==> src/rtl/forwarding_pkg.sv <==
// Shared types and helpers for the ID-stage forwarding scoreboard.
// The stage field is sized for the largest supported pipeline depth, so one
// struct type serves every parametrisation of the scoreboard.
package forwarding_pkg;

   localparam int STAGE_W_MAX = 8;
   localparam int FWD_REGFILE = 0;

   typedef struct packed {
      logic                   valid;
      logic [STAGE_W_MAX-1:0] stage;
      logic                   is_load;
   } sb_entry_t;

   function automatic int stage_w(input int depth);
      return $clog2(depth + 1);
   endfunction

endpackage

==> src/rtl/scoreboard_entry.sv <==
// Pending-write state for one architectural register.
// Tracks which post-ID stage currently holds the youngest write to this register.
// A flush clears only a stage-1 entry. Younger in-flight writes are squashed, and a
// flush is honoured even while hold is asserted.
module scoreboard_entry
   import forwarding_pkg::*;
#(
   parameter int DEPTH = 3
) (
   input  logic      i_clk,
   input  logic      i_reset,
   input  logic      i_hold,
   input  logic      i_flush,
   input  logic      i_issue,
   input  logic      i_issue_is_load,
   output sb_entry_t o_entry
);

   localparam logic [STAGE_W_MAX-1:0] FIRST = STAGE_W_MAX'(1);
   localparam logic [STAGE_W_MAX-1:0] LAST  = STAGE_W_MAX'(DEPTH);

   sb_entry_t r_entry;

   // Advance, retire, issue or squash this register's pending write.
   always_ff @(posedge i_clk or posedge i_reset) begin
      if (i_reset) begin
         r_entry <= '0;
      end else if (i_flush && r_entry.valid && (r_entry.stage == FIRST)) begin
         r_entry <= '0;
      end else if (!i_hold) begin
         if (i_issue) begin
            r_entry <= '{valid: 1'b1, stage: FIRST, is_load: i_issue_is_load};
         end else if (r_entry.valid) begin
            if (r_entry.stage == LAST) r_entry <= '0;
            else                       r_entry.stage <= r_entry.stage + FIRST;
         end
      end
   end

   assign o_entry = r_entry;

endmodule

==> src/rtl/forwarding_scoreboard.sv <==
// Pending-write scoreboard and forwarding/interlock unit for the ID stage.
// Each read port is given a bypass select: 0 selects the regfile, and k selects
// the result in stage k. A load that is still younger than LDRDY raises stall.
// Optional feature macro: FWD_STALL_STATS_EN (saturating stall-cycle counter).
module forwarding_scoreboard
   import forwarding_pkg::*;
#(
   parameter int NREG  = 8,
   parameter int NREAD = 2,
   parameter int DEPTH = 3,
   parameter int LDRDY = 2
) (
   input  logic                                  i_clk,
   input  logic                                  i_reset,
   input  logic                                  i_hold,
   input  logic                                  i_flush,
   input  logic                                  i_issue_valid,
   input  logic [$clog2(NREG)-1:0]               i_issue_rd,
   input  logic                                  i_issue_is_load,
   input  logic [NREAD*$clog2(NREG)-1:0]         i_rd_addr,
   input  logic [NREAD-1:0]                      i_rd_used,
   output logic [NREAD*stage_w(DEPTH)-1:0]       o_fwd_sel,
   output logic                                  o_stall,
   output logic [31:0]                           o_stall_count
);

   localparam int RW = $clog2(NREG);
   localparam int SW = stage_w(DEPTH);
   localparam logic [STAGE_W_MAX-1:0] LAST  = STAGE_W_MAX'(DEPTH);
   localparam logic [STAGE_W_MAX-1:0] READY = STAGE_W_MAX'(LDRDY);

   sb_entry_t w_entry [NREG];
   logic      w_iss;

   assign w_iss = i_issue_valid & ~o_stall & ~i_hold & ~i_flush;

   for (genvar g = 0; g < NREG; g++) begin : g_entry
      scoreboard_entry #(.DEPTH(DEPTH)) u_entry (
         .i_clk           (i_clk),
         .i_reset         (i_reset),
         .i_hold          (i_hold),
         .i_flush         (i_flush),
         .i_issue         (w_iss && (i_issue_rd == RW'(g))),
         .i_issue_is_load (i_issue_is_load),
         .o_entry         (w_entry[g])
      );
   end

   // Per-port bypass select and load-use interlock from the current scoreboard state.
   // An entry at stage DEPTH is written through the regfile, so it needs no bypass.
   always_comb begin
      o_fwd_sel = {NREAD{SW'(FWD_REGFILE)}};
      o_stall   = 1'b0;
      for (int p = 0; p < NREAD; p++) begin
         if (i_rd_used[p] && w_entry[i_rd_addr[p*RW +: RW]].valid) begin
            if (w_entry[i_rd_addr[p*RW +: RW]].stage != LAST)
               o_fwd_sel[p*SW +: SW] = SW'(w_entry[i_rd_addr[p*RW +: RW]].stage);
            if (w_entry[i_rd_addr[p*RW +: RW]].is_load &&
                (w_entry[i_rd_addr[p*RW +: RW]].stage < READY))
               o_stall = 1'b1;
         end
      end
   end

`ifdef FWD_STALL_STATS_EN
   logic [31:0] r_stall_count;

   // Count stalled cycles that are not frozen by hold, saturating at all-ones.
   always_ff @(posedge i_clk or posedge i_reset) begin
      if (i_reset)
         r_stall_count <= '0;
      else if (o_stall && !i_hold && (r_stall_count != 32'hFFFF_FFFF))
         r_stall_count <= r_stall_count + 32'd1;
   end

   assign o_stall_count = r_stall_count;
`else
   assign o_stall_count = '0;
`endif

endmodule

==> config.mk <==
export PLATFORM = sky130hd
export DESIGN_NAME = forwarding_scoreboard
export DESIGN_NICKNAME = d
export VERILOG_FILES = /design/src/rtl/forwarding_pkg.sv /design/src/rtl/scoreboard_entry.sv /design/src/rtl/forwarding_scoreboard.sv
export SDC_FILE = /design/constraint.sdc
export NUM_CORES = 1
export LEC_CHECK = 0
export CORE_MARGIN = 3
export CORE_UTILIZATION = 41
export DETAILED_ROUTE_END_ITERATION = 8
export SETUP_SLACK_MARGIN = 0.02
export SYNTH_ARGS = -nofsm -noshare
export SYNTH_HDL_FRONTEND = slang
export SYNTH_HIERARCHICAL = 1
export SYNTH_SLANG_ARGS = --single-unit
==> constraint.sdc <==
create_clock -name i_clk -period 3.7 [get_ports i_clk]
set_clock_uncertainty 0.05 [all_clocks]
set_input_delay 0.925 -clock i_clk [delete_from_list [all_inputs] [get_ports i_clk]]
set_output_delay 0.925 -clock i_clk [all_outputs]
set_load 0.02 [all_outputs]
==> metrics.txt <==
Hold EP=g_entry[6].u_entry/o_entry[0]$_DFFE_PP0P_; Comb power frac=44.8%; diode count=0; Starting DRT DRC Count=471; first-pass GRT wire length=28500 um; largest net degree at the start of global routing=21; Util after Layout=52.9%; main area contributors after synthesis=dfrtp_1 31%, mux4_2 5.9%, buf_4 4.2%; Yosys warnings=6; pre-CTS setup slack=-872 ps; initial antenna violation count=0; via count=5735; Die Width=131 um; routability cong.=0.959; Core ar.=15300 um^2; crit share post-route=98.8%; Max Cap Viol=0; Synth area leader=dfrtp_1; Power per Cell Area=552 nW/um^2; DIE HEIGHT=131 um; critical path class=in2out; DRC violations left=0; Yosys reg bits=80; Clk pwr share=22.9%; R2R Path Start=g_entry[1].u_entry/o_entry[7]$_DFFE_PP0P_; cell with the most instances after synthesis=dfrtp_1; Slew HR=60.5%; Slew Viols, Final=0; Tmin final=3660 ps; FF-to-FF End=g_entry[0].u_entry/o_entry[2]$_DFFE_PP0P_; Min-Delay Path Depth=1; Pleak=3.66 nW; Startpoint Class=input port; area share of the largest cell type after synthesis=31.0%; Rows=45; placed insts=956; die area=17300 um^2; CP cell instances=buf_4, bufbuf_16, buf_4, mux4_2, nand2_1, nand2_1, a21oi_2, clkdlybuf4s15_1; Critical Path Max Stage Delay=500 ps; setup TNS=0 ps; Clk Latency, worst-skew pair=350 ps; Final HPWL DP=13200 um; R2R cell count=14; status=complete, no violations; Least-Margin Pin Slew=588 ps; Worst-path clk slew=60 ps; vias in the first global route=5462; EDFF count, synth=0; # setup viols final=0; Net Sw Frac=40.2%; final worst slack=42.6 ps; RSZ-0062 raised after global routing=true; ANT nets after route=0; fill cell count=1394; worst setup path start=i_rd_addr[0]; Peak Freq=273 MHz; Commonest cells post-synth=80 x dfrtp_1, 64 x nor2_1, 36 x buf_4; cell area after synthesis=6450 um^2; dominant synthesized flop cell=dfrtp_1; NetSw=1.80 mW; Non-Filler Instances=993; Req. time, crit path=2720 ps; Post-Syn Instances=658; sequential area share after synthesis=31.0%; Area Growth Syn to Fin=25.7%; r2r setup slk=220 ps; First-pass DRT Iterations=5; layout cells sized above 1=35.2%; WL final=17900 um; Remaining Overflow, GRT=0; CTS tree=done; syn avg cell area=9.80 um^2; clock sinks=80; H-tree level count=3; max reg flops=80; TritonCTS Buffers=9; Final Hold Fails=0; Final Cell Area=8110 um^2; Total GRT Usage=20.3%; Hold/Removal Path Class=reg2reg; Seq pwr share=32.3%; maximum VDD drop=320 uV; Distinct cells, synth=61; ys async rst share=100%; # hold bufs at CTS=0; Int Power=2.68 mW; crit end category=output port; critical path's slowest cell=mux4_2; min-delay src=g_entry[6].u_entry/o_entry[0]$_DFFE_PP0P_; Port Buffers=21; WL per Instance=18.0 um; vias per cell=5.78; root buffer cell=clkbuf_16; clock buffer depth=2; Nets=810; Ports=54; DP Area=7310 um^2; CP max FO=7; crit path DAT=2680 ps; Initial Utilization=42.1%
==> repair_timing <==
action	in CTS	in global routing
setup buffers	13	7
pin swaps	7	10
setup endpoints to repair	58	21
gates cloned	1	0
resized for setup	59	40
==> worst max-delay path: cells and delay by family <==
kind,cells,cell delay [ps]
buffers and inverters,4,820
muxes,1,500
AOI/OAI and AO/OA,1,190
and+or+nand+nor,2,230
==> placed cells by master, fill, tap and decap left out, types with 13 or more instances in the layout <==
cell type,instances
inv_1,29
and3_2,25
o21ba_2,15
nand2_1,27
a21oi_1,22
buf_4,93
nor2b_1,15
dfrtp_1,80
nor2_1,62
nand3_1,25
conb_1,32
nand4_1,22
a21boi_0,14
and4_1,14
o21ai_0,13
mux4_2,17
or4_1,18
ha_1,16
xor2_1,28
==> cell families after synthesis <==
logic type                 share of synthesized area (%)
xor gates and xnor gates                            3.80
and+or+nand+nor                                     27.7
buffers and inverters                               7.91
adders and majority gates                           3.10
DFF                                                 31.0
muxes                                               8.48
other                                             0.0581
AOI/OAI and AO/OA                                   17.9
==> power groups by stage <==
stage / combinational (mW) / clock [mW] / sequential (mW)
finish: 2.00 / 1.03 / 1.45
global placement: 1.76 / 0 / 1.43
CTS: 1.89 / 1.06 / 1.42
floorplan: 1.32 / 0 / 1.33
detailed placement: 1.81 / 0 / 1.44
global route: 2.18 / 1.09 / 1.47
==> layer usage <==
metal,routed length (um),vias up,global-route usage [%]
met2,8380,199,32.8
met3,1110,36,4.44
li1,-,2656,-
met5,0,-,0
met1,7890,2844,26.7
met4,493,0,7.82
==> worst max path at each step <==
stage,to,slack (ps),depth (start not counted)
after floorplan,o_fwd_sel[1],90,5
after global placement,o_fwd_sel[1],-850,7
after detailed placement,o_fwd_sel[1],-870,7
after CTS,o_stall,20,10
after global routing,o_stall,1,10
final,o_fwd_sel[0],40,8
==> metrics by stage <==
stage / hold slack [ps] / power [mW]
after floorplan: 426 / 2.65
after global placement: 460 / 3.19
after detailed placement: 471 / 3.25
after CTS: 483 / 4.38
after global routing: 507 / 4.75
final: 484 / 4.48
==> layout make-up <==
cell class	count	area (um^2)	share of cell area, %
Clock buffer	10	229	2.82
Clock inverter	6	108	1.33
Inverter	33	124	1.53
Multi-Input combinational cell	528	4300	53.0
Sequential cell	80	2000	24.7
Tap cell	211	264	3.26
Timing Repair Buffer	125	1080	13.4
Note: power is estimated with default switching activity, not from simulation.
